$ cat src/rtl/md_pkg.sv
// Shared constants for the multiply/divide issue controller: op classes,
// HI/LO unit operation codes, FSM state encoding and op-class helpers.
package md_pkg;

    localparam int unsigned MD_OP_W  = 4;
    localparam int unsigned XOP_W    = 3;
    localparam int unsigned MD_CNT_W = 4;
    localparam int unsigned ST_W     = 2;

    // Op classes as decoded by ID/EX; values 9..15 are treated as none.
    localparam logic [MD_OP_W-1:0] MD_NONE  = 4'd0;
    localparam logic [MD_OP_W-1:0] MD_MULT  = 4'd1;
    localparam logic [MD_OP_W-1:0] MD_MULTU = 4'd2;
    localparam logic [MD_OP_W-1:0] MD_DIV   = 4'd3;
    localparam logic [MD_OP_W-1:0] MD_DIVU  = 4'd4;
    localparam logic [MD_OP_W-1:0] MD_MTHI  = 4'd5;
    localparam logic [MD_OP_W-1:0] MD_MTLO  = 4'd6;
    localparam logic [MD_OP_W-1:0] MD_MFHI  = 4'd7;
    localparam logic [MD_OP_W-1:0] MD_MFLO  = 4'd8;

    // Operation codes driven to the HI/LO unit.
    localparam logic [XOP_W-1:0] XOP_NONE  = 3'b000;
    localparam logic [XOP_W-1:0] XOP_READ  = 3'b001;
    localparam logic [XOP_W-1:0] XOP_MTLO  = 3'b010;
    localparam logic [XOP_W-1:0] XOP_MTHI  = 3'b011;
    localparam logic [XOP_W-1:0] XOP_DIV   = 3'b100;
    localparam logic [XOP_W-1:0] XOP_DIVU  = 3'b101;
    localparam logic [XOP_W-1:0] XOP_MULT  = 3'b110;
    localparam logic [XOP_W-1:0] XOP_MULTU = 3'b111;

    // FSM state encoding.
    localparam logic [ST_W-1:0] ST_IDLE = 2'd0;
    localparam logic [ST_W-1:0] ST_MUL  = 2'd1;
    localparam logic [ST_W-1:0] ST_DIV  = 2'd2;

    // mult/multu class.
    function automatic logic md_is_mul(input logic [MD_OP_W-1:0] op);
        return (op == MD_MULT) || (op == MD_MULTU);
    endfunction

    // div/divu class.
    function automatic logic md_is_div(input logic [MD_OP_W-1:0] op);
        return (op == MD_DIV) || (op == MD_DIVU);
    endfunction

    // HI/LO move class (mthi/mtlo/mfhi/mflo).
    function automatic logic md_is_hilo(input logic [MD_OP_W-1:0] op);
        return (op >= MD_MTHI) && (op <= MD_MFLO);
    endfunction

endpackage

$ cat src/rtl/md_latency_counter.sv
// Down-counter tracking the remaining busy cycles of a multiply/divide.
// Loads on issue, decrements while in flight, flags the final busy cycle.
module md_latency_counter
    import md_pkg::*;
(
    input  logic                clk,
    input  logic                reset,
    input  logic                i_load,
    input  logic [MD_CNT_W-1:0] i_load_val,
    input  logic                i_dec,
    output logic                o_last_c
);

    logic [MD_CNT_W-1:0] r_cnt;

    // Load has priority; decrement saturates at zero.
    always_ff @(posedge clk) begin
        if (reset) begin
            r_cnt <= '0;
        end else if (i_load) begin
            r_cnt <= i_load_val;
        end else if (i_dec && (r_cnt != '0)) begin
            r_cnt <= r_cnt - MD_CNT_W'(1);
        end
    end

    // Final busy cycle: the next edge returns the controller to idle.
    assign o_last_c = (r_cnt == MD_CNT_W'(1));

endmodule

$ cat src/rtl/md_issue_ctrl.sv
// Issue and hazard controller for the HI/LO multiply/divide unit.
// Decodes the EX multiply/divide-class op, drives the unit op code, tracks
// latency and stalls IF/ID while an ID op would collide with a busy unit.
// Build option: MD_DIV_EN enables div/divu (DIV state and DIV_CYCLES);
// when undefined, div/divu are ignored in EX and never stall in ID.
module md_issue_ctrl
    import md_pkg::*;
#(
    parameter int unsigned MULT_CYCLES = 5,
    parameter int unsigned DIV_CYCLES  = 10
) (
    input  logic               clk,
    input  logic               reset,
    input  logic [MD_OP_W-1:0] i_id_md_op,
    input  logic [MD_OP_W-1:0] i_ex_md_op,
    input  logic               i_ex_valid,
    input  logic               i_flush,
    output logic [XOP_W-1:0]   o_xalu_op_c,
    output logic               o_busy,
    output logic               o_stall_c,
    output logic               o_done
);

    // Latencies must fit the 4-bit counter and be non-zero.
    if ((MULT_CYCLES < 1) || (MULT_CYCLES > 15)) begin : g_bad_mult_cycles
        $error("md_issue_ctrl: MULT_CYCLES out of range 1..15");
    end
    if ((DIV_CYCLES < 1) || (DIV_CYCLES > 15)) begin : g_bad_div_cycles
        $error("md_issue_ctrl: DIV_CYCLES out of range 1..15");
    end

    localparam logic [MD_CNT_W-1:0] MULT_LOAD = MD_CNT_W'(MULT_CYCLES);
`ifdef MD_DIV_EN
    localparam logic [MD_CNT_W-1:0] DIV_LOAD  = MD_CNT_W'(DIV_CYCLES);
`endif

    logic [ST_W-1:0]     r_state;
    logic                r_busy;
    logic                r_done;

    logic [ST_W-1:0]     w_state_nxt;
    logic [XOP_W-1:0]    w_xalu_op;
    logic                w_issue;
    logic                w_load;
    logic [MD_CNT_W-1:0] w_load_val;
    logic                w_done_nxt;
    logic                w_last;
    logic                w_ex_live;
    logic                w_id_md;

    // A real, surviving EX instruction outside reset.
    assign w_ex_live = i_ex_valid && !i_flush && !reset;

    // ID op classes that must wait for a busy or just-issuing unit.
`ifdef MD_DIV_EN
    assign w_id_md = md_is_mul(i_id_md_op) || md_is_div(i_id_md_op) || md_is_hilo(i_id_md_op);
`else
    assign w_id_md = md_is_mul(i_id_md_op) || md_is_hilo(i_id_md_op);
`endif

    md_latency_counter u_cnt (
        .clk        (clk),
        .reset      (reset),
        .i_load     (w_load),
        .i_load_val (w_load_val),
        .i_dec      (r_busy),
        .o_last_c   (w_last)
    );

    // State and registered outputs.
    always_ff @(posedge clk) begin
        if (reset) begin
            r_state <= ST_IDLE;
            r_busy  <= 1'b0;
            r_done  <= 1'b0;
        end else begin
            r_state <= w_state_nxt;
            r_busy  <= (w_state_nxt != ST_IDLE);
            r_done  <= w_done_nxt;
        end
    end

    // Next state, issue decode and unit op code.
    always_comb begin
        w_state_nxt = r_state;
        w_xalu_op   = XOP_NONE;
        w_issue     = 1'b0;
        w_load      = 1'b0;
        w_load_val  = '0;
        w_done_nxt  = 1'b0;
        case (r_state)
            ST_IDLE: begin
                if (w_ex_live) begin
                    case (i_ex_md_op)
                        MD_MULT, MD_MULTU: begin
                            w_xalu_op   = (i_ex_md_op == MD_MULT) ? XOP_MULT : XOP_MULTU;
                            w_issue     = 1'b1;
                            w_load      = 1'b1;
                            w_load_val  = MULT_LOAD;
                            w_state_nxt = ST_MUL;
                        end
`ifdef MD_DIV_EN
                        MD_DIV, MD_DIVU: begin
                            w_xalu_op   = (i_ex_md_op == MD_DIV) ? XOP_DIV : XOP_DIVU;
                            w_issue     = 1'b1;
                            w_load      = 1'b1;
                            w_load_val  = DIV_LOAD;
                            w_state_nxt = ST_DIV;
                        end
`endif
                        MD_MTHI:          w_xalu_op = XOP_MTHI;
                        MD_MTLO:          w_xalu_op = XOP_MTLO;
                        MD_MFHI, MD_MFLO: w_xalu_op = XOP_READ;
                        default:          w_xalu_op = XOP_NONE;
                    endcase
                end
            end
            ST_MUL: begin
                if (w_last) begin
                    w_state_nxt = ST_IDLE;
                    w_done_nxt  = 1'b1;
                end
            end
`ifdef MD_DIV_EN
            ST_DIV: begin
                if (w_last) begin
                    w_state_nxt = ST_IDLE;
                    w_done_nxt  = 1'b1;
                end
            end
`endif
            default: w_state_nxt = ST_IDLE;
        endcase
    end

    assign o_xalu_op_c = w_xalu_op;
    assign o_stall_c   = !reset && w_id_md && (r_busy || w_issue);
    assign o_busy      = r_busy;
    assign o_done      = r_done;

endmodule

$ cat config.mk
export PLATFORM = sky130hd
export DESIGN_NAME = md_issue_ctrl
export DESIGN_NICKNAME = d
export VERILOG_FILES = /design/src/rtl/md_pkg.sv /design/src/rtl/md_latency_counter.sv /design/src/rtl/md_issue_ctrl.sv
export SDC_FILE = /design/constraint.sdc
export NUM_CORES = 1
export LEC_CHECK = 0
export ABC_AREA = 1
export CELL_PAD_IN_SITES_DETAIL_PLACEMENT = 1
export CELL_PAD_IN_SITES_GLOBAL_PLACEMENT = 1
export CORE_MARGIN = 4
export CORE_UTILIZATION = 31
export DETAILED_ROUTE_END_ITERATION = 16
export MAX_ROUTING_LAYER = met4
export PLACE_DENSITY = 0.77
export SYNTH_ARGS = -nofsm -noshare
export SYNTH_HDL_FRONTEND = slang
export SYNTH_HIERARCHICAL = 1
export SYNTH_SLANG_ARGS = --single-unit
$ cat constraint.sdc
create_clock -name clk -period 1.6 [get_ports clk]
set_clock_uncertainty 0.2 [all_clocks]
set_input_delay 0.32 -clock clk [delete_from_list [all_inputs] [get_ports clk]]
set_output_delay 0.32 -clock clk [all_outputs]
set_load 0.02 [all_outputs]
* After elaboration in Yosys (flattened, before gate mapping)
Cells that the tools add are included.
** Word-level totals
- Flip-flop bits (word level) :: 8
- Input port bits :: 12
- Word-level logic and storage cells :: 53
** Cells by class
- Order comparisons :: 2
- Muxes and demuxes :: 17
- Bitwise gates (word level) :: 1
- Eq/ne operators :: 10
- Reduce and logical (&&, ||, !) cells :: 18
- Add/subtract/negate cells :: 1
** Operators by type and width (number)
- 2-to-1 mux 3 bit :: 5
- equality test 4 x 1 -> 1 bit, second input constant :: 3
- equality test 4 x 3 -> 1 bit, second input constant :: 3
- case mux 3 bit (4 select lines) :: 1
- equality test 4 x 2 -> 1 bit, second input constant :: 2
- 2-to-1 mux 4 bit :: 2
- logical AND 1 bit :: 6
- 2-to-1 mux 2 bit :: 3
- OR reduction 2 bit :: 3
- 2-to-1 mux 1 bit :: 5
- equality test 4 bit, second input constant :: 1
- greater-or-equal comparator 4 x 3 -> 1 bit, second input constant :: 1
- <= comparator 4 bit, second input constant :: 1
- case mux 2 bit (2 select lines) :: 1
- nonzero test 2 bit :: 2
- nonzero test 4 bit :: 1
- subtractor 4 x 1 -> 4 bit, second input constant :: 1
- logical OR 1 bit :: 3
- equality test 2 x 1 -> 1 bit, second input constant :: 1
- logical NOT 1 bit :: 2
- logical NOT 2 bit :: 1
- NOT 1 bit :: 1

* Logic depth before layout (Yosys ltp)
- Depth after elaboration :: 7
- Gate-level depth with buffers :: 9
- Depth with buffers taken out :: 9

* Hierarchy
The synthesis kept the hierarchy.
** By module, submodules not included
- md_issue_ctrl :: area each 319.1 µm², instances 1, sequential area each 80.1 µm², cells an instance 50
- md_latency_counter :: area each 296.5 µm², instances 1, sequential area each 80.1 µm², cells an instance 41

* Least setup slack after synthesis
OpenSTA, ideal clock, no wires.
- Path kind :: register to output
- From :: register r_state[1]
- To :: output port o_xalu_op_c[0]
- Stages on the path, launching flop included :: 4
- Slack :: 0.001 ns
- Data required time :: 1.080 ns
- Arrival :: 1.079 ns
- Buffers on the path :: 0
- Cell sequence :: dfxtp_1 > nor2_2 > nand3_2 > nor3_1
** Between the ends
- Cells in the longest elaborated chain, start to end :: 2
** RTL lines
- start, declared :: RTL line md_issue_ctrl.sv:37 : logic [ST_W-1:0] r_state;
- start signal, assigned :: RTL line md_issue_ctrl.sv:77 : r_state <= w_state_nxt;
- logical NOT 2 bit :: RTL line md_issue_ctrl.sv:91 : case (r_state)
- 2-to-1 mux 3 bit :: RTL line md_issue_ctrl.sv:91
- end, declared :: RTL line md_issue_ctrl.sv:18 : output logic [XOP_W-1:0] o_xalu_op_c,
No other way between the ends.

* Worst setup path after layout
- From :: register r_state[1]
- To :: output port o_stall_c
** Between the ends
- Cells in the longest elaborated chain, start to end :: 4
** RTL lines
- logical NOT 2 bit :: RTL line md_issue_ctrl.sv:91
- 2-to-1 mux 1 bit :: RTL line md_issue_ctrl.sv:91
- logical OR 1 bit :: RTL line md_issue_ctrl.sv:137 : assign o_stall_c = !reset && w_id_md && (r_busy || w_issue);
- logical AND 1 bit :: RTL line md_issue_ctrl.sv:137
- end, declared :: RTL line md_issue_ctrl.sv:20 : output logic o_stall_c,
No other way between the ends.

==> impl_metrics.py <==
metrics = {
    "setup_path": {
        "r2r_setup_slack_ns": 0.04,
        "r2r_cells": 8,
        "cp_max_fo": 3,
        "cp-end-kind": "output pin",
        "critPathLaunch": "r_state[1]",
        "cp.required_ns": 1.08,
        "start_kind": "register",
        "rr_endpoint": "u_cnt/r_cnt[3]",
        "worstPathArrival_ns": 1.20,
        "r2r-start": "r_state[1]",
        "path_class": "register to output pin",
        "critPathCapture": "o_stall_c",
    },
    "cells_and_area": {
        "area_growth_pct": 47.97,
        "layout_common_cells": "inv_1, nand2_1, buf_4",
        "nets": 138,
        "drive_above_1_share": 0.4016,
        "layout.cells.most_common": "inv_1",
        "seq_area_um2": 162.7,
        "multi_input_area_um2": 410.4,
        "final_cells": 147,
        "nFillCells": 265,
        "diodes": 0,
        "fin_util": 0.5056,
    },
    "logic_synthesis": {
        "seq_area_frac_synth": 0.2602,
        "yosysTopAreaCell": "dfxtp_1",
        "ys_top_cells_by_area": "dfxtp_1, inv_1, nand2_1, nor2_2, nand3_2",
        "ys_types": 25,
        "synth_top_area_frac": 0.2602,
        "avgSynthCellArea_um2": 6.765,
        "synthesis.instances": 91,
        "yosysWarnings": 6,
        "syn-cell-area_um2": 615.6,
        "synth_seq_cells": 8,
    },
    "sta": {
        "min_period_ns": 1.720,
        "finalCritPeriodShare": 1.075,
        "setup_viol": 4,
        "fmax_mhz": 581.3,
        "setup_slack_ns": -0.1203,
        "rsz0062_at_grt": "yes",
        "final_hold_viol_count": 0,
        "finalSetupTns_ns": -0.2681,
        "slew_violations": 0,
    },
    "route": {
        "totalWireLength_um": 1572,
        "drcViolationCount": 0,
        "via_per_inst": 4.367,
        "first_pass_iters": 3,
        "route.vias.total": 642,
        "wire_per_inst_um": 10.69,
        "drt_iter0_drc": 5,
        "ant_nets": 0,
    },
    "die": {
        "rows": 15,
        "start_util": 0.3417,
        "core_um2": 1802,
        "ios": 18,
        "die_w_um": 52.56,
        "die_h_um": 52.56,
        "die_area_um2": 2763,
    },
    "clock_tree": {
        "cts_tree": "yes",
        "htree_levels": 1,
        "clkLatencyLatePin_ns": 0.25,
        "clock_sinks": 8,
        "numCtsBuffers": 3,
        "cts_buffer_depth": 2,
        "clk_pin_slew_ns": 0.06,
        "root_buffer": "clkbuf_4",
    },
    "place": {
        "dpl.cell_count": 142,
        "port_buffers": 17,
        "gp_congestion": 0.7358,
        "dp_hpwl_um": 1390,
    },
    "worst_hold_path": {
        "hp-class": "register to register",
    },
    "grt": {
        "grt_max_degree": 7,
        "first_global_vias": 717,
        "grt-ovfl-total": 0,
        "antenna_found_initial": 0,
        "grt.total_usage": 0.1473,
        "grt_pass1_wl_um": 2953,
    },
    "power": {
        "power_density_nw_per_um2": 499.2,
        "vdd_ir_drop_max_mv": 0.4880,
        "p_leak_nw": 0.4541,
    },
    "status": {
        "status": "finished with violations",
        "violations": "setup timing",
    },
    "run": {
        "drv_cap": 0,
    },
}
-- routing by layer --
| layer | wire length (um) | global-route usage | vias up | share of wire |
|---|---|---|---|---|
| li1 | - | - | 341 | - |
| met1 | 665 | 0.1635 | 294 | 0.42 |
| met3 | 43 | 0.03419 | 0 | 0.027 |
| met5 | 0 | - | - | 0 |
| met4 | 0 | 0.02553 | 0 | 0 |
| met2 | 863 | 0.2686 | 7 | 0.55 |
-- area by class of cell --
class | count | share of cell area
timing repair buffer | 27 | 0.2308
sequential | 8 | 0.1786
inverter | 19 | 0.08104
clock buffer | 3 | 0.02473
tap | 25 | 0.03434
multi-input combinational | 65 | 0.4505
-- state kept, by name, indices dropped and copies added, names as in the netlist --
signal       count
u_cnt/r_cnt      4
o_busy           1
o_done           1
r_state          2
-- synth_stat cells --
cell type,number
a21oi_1,3
nand2_4,2
xnor2_1,1
nor3b_1,1
dfxtp_1,8
nor2_1,6
or2_1,1
nand3_2,4
nand2_2,2
o21ai_0,4
nor3_1,2
conb_1,1
nand2_1,15
buf_4,1
inv_2,3
a21oi_2,1
nor2_2,7
o21a_1,1
nand4_1,1
nand3_1,5
ha_1,2
nor2_4,1
inv_1,16
xor2_1,2
nor4_1,1
-- where the power goes --
part / leakage, nW / switching [W] / internal (W)
sequential: 0.0654 / 0.00000262 / 0.000202
combinational: 0.375 / 0.0000495 / 0.0000452
clock: 0.0138 / 0.0000693 / 0.0000859
-- worst min-delay path by stage --
stage | endpoint | start | slack (ns) | depth (start not counted)
2_1_floorplan | u_cnt/r_cnt[3] | reset | 0.18 | 1
3_3_place_gp | o_done | r_state[0] | 0.26 | 2
3_5_place_dp | o_done | r_state[0] | 0.27 | 2
4_1_cts | u_cnt/r_cnt[3] | u_cnt/r_cnt[3] | 0.32 | 2
5_1_grt | u_cnt/r_cnt[3] | reset | 0.36 | 3
6_report | u_cnt/r_cnt[3] | u_cnt/r_cnt[3] | 0.32 | 2
-- worst max-delay path, cell delays in order, from the launching register on --
cell and delay (ns):
dfxtp_2 0.33, nor2_4 0.13, nand3_4 0.09, nor2_4 0.13
nor2_2 0.05, nor2_2 0.09, buf_6 0.13
-- kinds of logic after synthesis --
kind of cell | synth area share
AO/OA/AOI/OAI | 0.08333
other | 0.006092
XOR/XNOR | 0.04269
adder cells (fa/ha/maj) | 0.04064
flip-flops | 0.2602
buffers and inverters | 0.1281
AND/OR/NAND/NOR | 0.4390
-- stage by stage --
stage          setup slack, ns  total power, W  cell area [um^2]  hold WS (ns)
6_report               -0.1203       0.0004547             910.9        0.3248
5_1_grt                -0.1897       0.0004909             910.9        0.3600
4_1_cts                -0.1886       0.0004683             929.6        0.3248
3_5_place_dp           -0.9080       0.0003068             877.1        0.2750
3_3_place_gp           -0.8691       0.0003036             877.1        0.2623
2_1_floorplan         0.001498       0.0002501             623.1        0.1824
-- timing repair --
| action | in CTS | in global routing |
|---|---|---|
| hold buffers | 0 | 0 |
| buffers inserted | 3 | 0 |
| setup endpoints to repair | 10 | 8 |
| pin swaps | 10 | 6 |
| gates resized for setup | 49 | 9 |
Power figures use the tool's default switching activity.
